<file path="src/rtl/m65c02_msu_seq_if.sv">
// Request, result and shift-unit signal bundle for the M65C02A multi-cycle shift/rotate sequencer.
// slave: the sequencer; master: the requester together with the single-bit shift unit.
interface m65c02_msu_seq_if;
    logic       Start;
    logic       Op;
    logic       Rot;
    logic [3:0] Cnt;
    logic [7:0] A;
    logic       Ci;
    logic       SU_En;
    logic       SU_Op;
    logic [7:0] SU_D;
    logic       SU_Ci;
    logic [8:0] SU_Out;
    logic       SU_OV;
    logic       Busy;
    logic       Done;
    logic [7:0] Q;
    logic       C;
    logic       V;
    logic       N;
    logic       Z;

    modport slave (
        input  Start, Op, Rot, Cnt, A, Ci, SU_Out, SU_OV,
        output SU_En, SU_Op, SU_D, SU_Ci, Busy, Done, Q, C, V, N, Z
    );

    modport master (
        output Start, Op, Rot, Cnt, A, Ci, SU_Out, SU_OV,
        input  SU_En, SU_Op, SU_D, SU_Ci, Busy, Done, Q, C, V, N, Z
    );
endinterface

</file>
<file path="src/rtl/m65c02_msu_seq.sv">
// Multi-cycle shift/rotate sequencer driving the single-bit SU once per clock.
// Optional count reduction: define M65C02_MSU_CNT_REDUCE_EN.
module m65c02_msu_seq (
    input  logic                 Clk,
    input  logic                 nRst,
    m65c02_msu_seq_if.slave      bus
);
    typedef enum logic [1:0] {
        ST_IDLE  = 2'b00,
        ST_SHIFT = 2'b01,
        ST_DONE  = 2'b10
    } state_t;

    state_t     state_q, state_d;
    logic [7:0] d_q, d_d;
    logic       cr_q, cr_d;
    logic       vr_q, vr_d;
    logic       op_q, op_d;
    logic       rot_q, rot_d;
    logic [3:0] cnt_q, cnt_d;
    logic [7:0] q_q, q_d;
    logic       c_q, c_d;
    logic       v_q, v_d;
    logic [3:0] ne_s;
    logic       vr_nxt_s;

    // Effective iteration count for the incoming request
    always_comb begin
`ifdef M65C02_MSU_CNT_REDUCE_EN
        // A 9-bit ring repeats every 9 rotates; 9+ logical shifts already clear D and C
        if (bus.Rot) begin
            ne_s = (bus.Cnt >= 4'd9) ? (bus.Cnt - 4'd9) : bus.Cnt;
        end else begin
            ne_s = (bus.Cnt > 4'd9) ? 4'd9 : bus.Cnt;
        end
`else
        ne_s = bus.Cnt;
`endif
    end

    // State and datapath registers
    always_ff @(posedge Clk or negedge nRst) begin
        if (!nRst) begin
            state_q <= ST_IDLE;
            d_q     <= 8'h00;
            cr_q    <= 1'b0;
            vr_q    <= 1'b0;
            op_q    <= 1'b0;
            rot_q   <= 1'b0;
            cnt_q   <= 4'd0;
            q_q     <= 8'h00;
            c_q     <= 1'b0;
            v_q     <= 1'b0;
        end else begin
            state_q <= state_d;
            d_q     <= d_d;
            cr_q    <= cr_d;
            vr_q    <= vr_d;
            op_q    <= op_d;
            rot_q   <= rot_d;
            cnt_q   <= cnt_d;
            q_q     <= q_d;
            c_q     <= c_d;
            v_q     <= v_d;
        end
    end

    // Next-state and datapath update
    always_comb begin
        state_d  = state_q;
        d_d      = d_q;
        cr_d     = cr_q;
        vr_d     = vr_q;
        op_d     = op_q;
        rot_d    = rot_q;
        cnt_d    = cnt_q;
        q_d      = q_q;
        c_d      = c_q;
        v_d      = v_q;
        vr_nxt_s = vr_q | (bus.SU_OV & ~op_q);
        case (state_q)
            ST_IDLE: begin
                if (bus.Start) begin
                    d_d   = bus.A;
                    cr_d  = bus.Ci;
                    vr_d  = 1'b0;
                    op_d  = bus.Op;
                    rot_d = bus.Rot;
                    cnt_d = ne_s;
                    if (ne_s == 4'd0) begin
                        // Nothing to shift: the captured operand is the result
                        state_d = ST_DONE;
                        q_d     = bus.A;
                        c_d     = bus.Ci;
                        v_d     = 1'b0;
                    end else begin
                        state_d = ST_SHIFT;
                    end
                end else begin
                    state_d = ST_IDLE;
                end
            end
            ST_SHIFT: begin
                {cr_d, d_d} = bus.SU_Out;
                vr_d        = vr_nxt_s;
                cnt_d       = cnt_q - 4'd1;
                if (cnt_q == 4'd1) begin
                    state_d = ST_DONE;
                    q_d     = bus.SU_Out[7:0];
                    c_d     = bus.SU_Out[8];
                    v_d     = vr_nxt_s;
                end else begin
                    state_d = ST_SHIFT;
                end
            end
            ST_DONE: begin
                state_d = ST_IDLE;
            end
            default: begin
                state_d = ST_IDLE;
            end
        endcase
    end

    assign bus.SU_En = (state_q == ST_SHIFT);
    assign bus.Busy  = (state_q == ST_SHIFT) || (state_q == ST_DONE);
    assign bus.Done  = (state_q == ST_DONE);
    assign bus.SU_Op = op_q;
    assign bus.SU_D  = d_q;
    assign bus.SU_Ci = rot_q & cr_q;
    assign bus.Q     = q_q;
    assign bus.C     = c_q;
    assign bus.V     = v_q;
    assign bus.N     = q_q[7];
    assign bus.Z     = (q_q == 8'h00);
endmodule
</file>
<file path="src/flat_wrapper.sv">
// flat-port wrapper written by rule: the top's interface ports become plain ports
module m65c02_msu_seq_flat 
  (Clk, nRst, bus_Start, bus_Op, bus_Rot, bus_Cnt, bus_A, bus_Ci, bus_SU_Out, bus_SU_OV, bus_SU_En, bus_SU_Op, bus_SU_D, bus_SU_Ci, bus_Busy, bus_Done, bus_Q, bus_C, bus_V, bus_N, bus_Z);
  m65c02_msu_seq_if bus_i ();
  input  logic Clk;
  input  logic nRst;
  input wire logic [$bits(bus_i.Start)-1:0] bus_Start;
  input wire logic [$bits(bus_i.Op)-1:0] bus_Op;
  input wire logic [$bits(bus_i.Rot)-1:0] bus_Rot;
  input wire logic [$bits(bus_i.Cnt)-1:0] bus_Cnt;
  input wire logic [$bits(bus_i.A)-1:0] bus_A;
  input wire logic [$bits(bus_i.Ci)-1:0] bus_Ci;
  input wire logic [$bits(bus_i.SU_Out)-1:0] bus_SU_Out;
  input wire logic [$bits(bus_i.SU_OV)-1:0] bus_SU_OV;
  output wire logic [$bits(bus_i.SU_En)-1:0] bus_SU_En;
  output wire logic [$bits(bus_i.SU_Op)-1:0] bus_SU_Op;
  output wire logic [$bits(bus_i.SU_D)-1:0] bus_SU_D;
  output wire logic [$bits(bus_i.SU_Ci)-1:0] bus_SU_Ci;
  output wire logic [$bits(bus_i.Busy)-1:0] bus_Busy;
  output wire logic [$bits(bus_i.Done)-1:0] bus_Done;
  output wire logic [$bits(bus_i.Q)-1:0] bus_Q;
  output wire logic [$bits(bus_i.C)-1:0] bus_C;
  output wire logic [$bits(bus_i.V)-1:0] bus_V;
  output wire logic [$bits(bus_i.N)-1:0] bus_N;
  output wire logic [$bits(bus_i.Z)-1:0] bus_Z;
  assign bus_i.Start = bus_Start;
  assign bus_i.Op = bus_Op;
  assign bus_i.Rot = bus_Rot;
  assign bus_i.Cnt = bus_Cnt;
  assign bus_i.A = bus_A;
  assign bus_i.Ci = bus_Ci;
  assign bus_i.SU_Out = bus_SU_Out;
  assign bus_i.SU_OV = bus_SU_OV;
  assign bus_SU_En = bus_i.SU_En;
  assign bus_SU_Op = bus_i.SU_Op;
  assign bus_SU_D = bus_i.SU_D;
  assign bus_SU_Ci = bus_i.SU_Ci;
  assign bus_Busy = bus_i.Busy;
  assign bus_Done = bus_i.Done;
  assign bus_Q = bus_i.Q;
  assign bus_C = bus_i.C;
  assign bus_V = bus_i.V;
  assign bus_N = bus_i.N;
  assign bus_Z = bus_i.Z;
  m65c02_msu_seq u_core (.Clk(Clk), .nRst(nRst), .bus(bus_i));
endmodule
</file>
<file path="config.mk">
export PLATFORM = sky130hd
export DESIGN_NAME = m65c02_msu_seq_flat
export DESIGN_NICKNAME = d
export VERILOG_FILES = /design/src/rtl/m65c02_msu_seq_if.sv /design/src/rtl/m65c02_msu_seq.sv /design/src/flat_wrapper.sv
export SDC_FILE = /design/constraint.sdc
export NUM_CORES = 1
export LEC_CHECK = 0
export BUFFER_PORTS_ARGS = -buffer_cell sky130_fd_sc_hd__buf_2
export CAP_MARGIN = 20
export CORE_UTILIZATION = 52
export CTS_CLUSTER_SIZE = 28
export DETAILED_ROUTE_END_ITERATION = 16
export PLACE_DENSITY = 0.9
export REMOVE_ABC_BUFFERS = 1
export SETUP_SLACK_MARGIN = 0.02
export SLEW_MARGIN = 20
export SYNTH_ARGS = -nofsm -noshare
export SYNTH_HDL_FRONTEND = slang
export SYNTH_SLANG_ARGS = --single-unit
</file>
<file path="constraint.sdc">
create_clock -name Clk -period 3 [get_ports Clk]
set_clock_uncertainty 0.05 [all_clocks]
set_input_delay 0 -clock Clk [delete_from_list [all_inputs] [get_ports Clk]]
set_output_delay 0 -clock Clk [all_outputs]
set_load 0.05 [all_outputs]
</file>
Word-level counts from Yosys, hierarchy flattened
Cells that the tools add are included.
{ "totals": {"ff_bits": 28, "latchBits": 0, "ram_bits": 0, "romBits": 0, "input_bits": 28, "memories": 0} }
{ "op_classes": {"n_addsub": 1, "mul": 0, "div": 0, "magnitude_cmp": 0, "eq_ne": 6, "shifts": 0, "mux": 24, "n_bitwise": 4, "n_reduce_logical": 8} }
{ "op_table": {"columns": ["op", "count"], "rows": [
  ["two-way mux 8 bit", 4],
  ["one-hot mux 8 bit (2 select lines)", 2],
  ["logical NOT 8 bit", 1],
  ["two-way mux 1 bit", 8],
  ["one-hot mux 1 bit (2 select lines)", 4],
  ["one-hot mux 4 bit (2 select lines)", 1],
  ["two-way mux 2 bit", 3],
  ["== test 4 x 1 -> 1 bit, second input constant", 1],
  ["logical NOT 4 bit", 1],
  ["two-way mux 4 bit", 1],
  ["inequality test 2 x 1 -> 1 bit, second input constant", 2],
  ["one-hot mux 2 bit (2 select lines)", 1],
  ["AND reduction 2 bit", 2],
  ["AND reduction 4 bit", 1],
  ["subtractor 4 x 1 -> 4 bit, second input constant", 1],
  ["bitwise AND 1 bit", 2],
  ["== test 2 x 1 -> 1 bit, second input constant", 1],
  ["== test 2 bit, second input constant", 1],
  ["logical NOT 2 bit", 1],
  ["inequality test 2 bit, second input constant", 1],
  ["nonzero test 2 bit", 1],
  ["logical OR 1 bit", 1],
  ["inverter 1 bit", 1],
  ["bitwise OR 1 bit", 1]
]} }

Longest topological paths before layout
{ "depth": {"ltp_word": 5, "ltp_mapped": 8, "ltp_nobuf": 6} }

Worst setup path before layout
Ideal clock, no wire load.
{ "synth_path": {"kind": "reg-to-reg", "startpoint": "register u_core.state_q[1]", "endpoint": "register u_core.cnt_q[1]", "setup_time_ns": 0.077, "arrival_time_ns": 1.753, "required_time_ns": 2.873, "setup_slack_ns": 1.120, "stages_incl_launch_ff": 8, "n_path_buf": 1, "period_less_slack_ns": 1.880, "cell_sequence": "dfrtp_1 > inv_1 > ha_1 > nand2b_1 > nand2_1 > clkbuf_1 > o211ai_1 > o21ai_1"} }
{ "synth_between": {"elab_chain_len": 3} }
{ "synth_rtl": {"columns": ["item", "line", "source"], "rows": [
  ["start: declaration", "m65c02_msu_seq.sv:14", "state_t state_q, state_d;"],
  ["start signal: assignment", "m65c02_msu_seq.sv:55", "state_q <= state_d;"],
  ["== test 2 x 1 -> 1 bit *", null, null],
  ["named net bus_SU_En", "flat_wrapper.sv:15", "output wire logic [$bits(bus_i.SU_En)-1:0] bus_SU_En;"],
  ["nonzero test 2 bit (no line)", null, null],
  ["AND reduction 2 bit (no line)", null, null],
  ["end signal: assignment", "m65c02_msu_seq.sv:61", "cnt_q <= cnt_d;"],
  ["end: declaration", "m65c02_msu_seq.sv:20", "logic [3:0] cnt_q, cnt_d;"]
]} }
Mark *: on every way through the listed nets, which the timed path passes. The rest lies on a longest branch.
A chain may end at the register's enable or synchronous reset.

Worst setup path after layout
{ "layout_path": {"startpoint": "register u_core.state_q[1]", "endpoint": "register u_core.d_q[0] (netlist: u_core.bus.SU_D[0])"} }
{ "layout_between": {"elab_chain_len": 3} }
{ "layout_rtl": {"columns": ["item", "line", "source"], "rows": [
  ["== test 2 x 1 -> 1 bit or logical NOT 2 bit (tied branches)", "m65c02_msu_seq.sv:81", "case (state_q)"],
  ["nonzero test 2 bit (no line) or inequality test 2 bit (tied branches)", null, null],
  ["AND reduction 2 bit (no line)", null, null],
  ["end signal: assignment", "m65c02_msu_seq.sv:45", "d_q <= 8'h00;"],
  ["end signal: assignment", "m65c02_msu_seq.sv:56", "d_q <= d_d;"],
  ["end: declaration", "m65c02_msu_seq.sv:15", "logic [7:0] d_q, d_d;"]
]} }
Parallel ways exist; a longest one is shown, timed or not.

==> metrics.yaml <==
cp_max_fo: 23
worstPathBufferInverterCount: 3
multi_input_comb_area_sq_um: 652
power_frac_comb: 0.640
p_switching_mw: 1.36
fin_crit_sh: 0.726
grt_pass1_wl_um: 5600
die_x_um: 54.4
drv_cap: 0
layout.area.seq_sq_um: 701
cp_cell_sequence: "inv_1, ha_1, buf_4, mux2i_1, dlygate4sd3_1, a21oi_1"
core-area_sq_mm: 0.00254
remaining_drc_errors: 0
p_int_mw: 1.11
relSlewSlack: 0.553
synth-xor-area-share: 0
drv_slew: 0
worstPathRequired_ps: 3150
p_leak_nw: 0.932
synthMuxAreaShare: 0.0789
ir_drop_mv: 1.07
min_period_ps: 2180
synth_area_per_cell_sq_um: 10.4
synth-compound-area-share: 0.213
power.share.switching: 0.551
seq_power_share: 0.285
cts_tree: "built"
vias: 1332
setup_viol: 0
yosys_warnings: 0
via_per_inst: 5.48
grt_pass1_vias: 1260
grtUsageTotal: 0.276
dp_cells: 212
syn_area_sq_mm: 0.00143
timing.final.hold_violations: 0
yosys.area_share.simple: 0.121
wl_per_cell_um: 15.2
clock_latency_ps: 330
layout_common_cells: "buf_2 (52), dfrtp_1 (28), dlygate4sd3_1 (27)"
ant_nets: 0
die_h_um: 54.4
worstPathArrival_ps: 2330
io_pins: 53
clk_pin_slew_ps: 150
finalNonFillerCells: 243
cpPeakStageDelay_ps: 650
yosysUniqueCellTypes: 32
grt_overflow: 0
antenna_found_initial: 0
post-cts-setup-buffers: 0
slowest_stage: "dlygate4sd3_1"
tightest_slew_ps: 669
synth-adder-area-share: 0.0439
final_common_cell: "buf_2"
cts_max_path_buffers: 2
rsz0062_at_grt: "no"
worstHoldStart: "bus_SU_OV"
hold_buffers: 27
pwr_density_cell_mw_per_mm2: 1250
startpoint: "u_core.state_q[1]"
place.gp.congestion: 0.791
crit_type: "reg -> reg"
layout-drive-gt1-share: 0.343
fillCellCount: 166
initial_core_util: 0.560
cts_inserted_buffers: 3
syn2layout_area_growth_pct: 39.0
dp_hpwl_um: 2360
status: "completed"
cts_resized: 0
numPortBuffers: 52
netlist_instances: 137
clockRootBuffer: "clkbuf_4"
grt_max_degree: 29
fin_ws_ps: 821
drt-total-wl_um: 3700
clock.fmax_mhz: 459
htree_levels: 1
tns_ps: 0
cp-end-kind: "register"
pwr-share-clk: 0.075
die_area_sq_mm: 0.00296
critical-path-top-delay-family: "buffers and inverters"
placed_area_sq_mm: 0.00168
start_kind: "register"
firstDrtPassIters: 4
utilization: 0.779
design_area_sq_mm: 0.00198
nets: 247
r2r-start: "u_core.state_q[1]"
hp-class: "in -> reg"
diodes: 0
synth_top_family_by_area: "compound AO/OA/AOI/OAI gates"
place_ws_ps: 1050
drt_iter0_markers: 25
synth_seq_cells: 28
num_rows: 18
cts.sinks: 28
synth-seq-area-share: 0.491
synthesized netlist by cell type:
cell type / n / share of area
o21ai_1: 2 / 0.0070
buf_2: 1 / 0.0035
mux2i_1: 9 / 0.063
a21o_1: 1 / 0.0053
or4_4: 1 / 0.0079
nor2_1: 10 / 0.026
buf_4: 2 / 0.011
inv_1: 5 / 0.013
nand2_1: 6 / 0.016
a21oi_2: 9 / 0.055
nand2b_1: 3 / 0.013
nor3b_1: 1 / 0.0053
dfrtp_1: 28 / 0.49
nand2_2: 1 / 0.0044
nor3_1: 1 / 0.0035
clkbuf_1: 4 / 0.011
a21oi_1: 20 / 0.070
ha_1: 5 / 0.044
o21ai_2: 1 / 0.0061
o211ai_1: 3 / 0.016
buf_12: 1 / 0.014
or4_1: 2 / 0.011
mux2_2: 2 / 0.016
o21ai_0: 6 / 0.021
nand3_1: 3 / 0.011
and2_1: 1 / 0.0044
nor4_1: 1 / 0.0044
o22a_1: 2 / 0.012
and2_4: 1 / 0.0061
nor2b_1: 2 / 0.0088
o21ai_4: 1 / 0.011
o22ai_1: 2 / 0.0088
logic make-up (layout without fill, tap and decap cells):
family,after synthesis,after routing
AO/OA/AOI/OAI,47,47
AND/OR/NAND/NOR,33,33
flip-flops,28,28
buffers and inverters,13,89
multiplexers,11,11
adder cells (fa/ha/maj),5,5
sequential cells by signal, summed over array words and instances, names as in the netlist, 2 cells and up:
signal,count
u_core.cnt_q,4
u_core.bus.Q,8
u_core.bus.SU_D,8
u_core.state_q,2
tightest hold or removal path, cell delays in order:
cell	delay [ps]
buf_2	70
nor2b_1	180
o211ai_1	120
nand2_1	80
power groups by stage:
stage	Clock, mW	Sequential (mW)	Combinational, mW
floorplan	0	1.15	0.696
detailed placement	0	0.703	1.49
global route	0.205	0.723	1.68
global placement	0	0.698	1.44
CTS	0.190	0.700	1.56
finish	0.186	0.703	1.58
cell type report:
cell class / count / share of cell area
Timing Repair Buffer: 80 / 0.271
Multi-Input combinational cell: 96 / 0.329
Inverter: 5 / 0.00946
Sequential cell: 28 / 0.353
Clock buffer: 4 / 0.0183
Tap cell: 30 / 0.0189
path summary, 6_finish.rpt:
path                                 endpoint  slack [ps]  cells past startpoint
min in group asynchronous     u_core.cnt_q[2]         140                      2
max reg2reg                u_core.bus.SU_D[0]         820                      6
max in group asynchronous     u_core.bus.Q[7]        2350                      2
max                        u_core.bus.SU_D[0]         820                      6
min reg2reg                       u_core.vr_q         490                      2
min                               u_core.vr_q          80                      4
per-layer routing:
metal  track usage  part of all wire  vias up
li1              -                 -      635
met1         0.322              0.41      624
met2         0.484              0.50       63
met3        0.0583             0.068       10
met4         0.115             0.020        0
met5             0                 0        -
metrics by stage:
step	power, mW	hold slack [ps]
final	2.47	81.0
after global routing	2.61	85.8
after CTS	2.45	77.0
after detailed placement	2.19	8.76
after global placement	2.14	-10.6
after floorplan	1.84	-346
(Power assumes the default switching activity.)
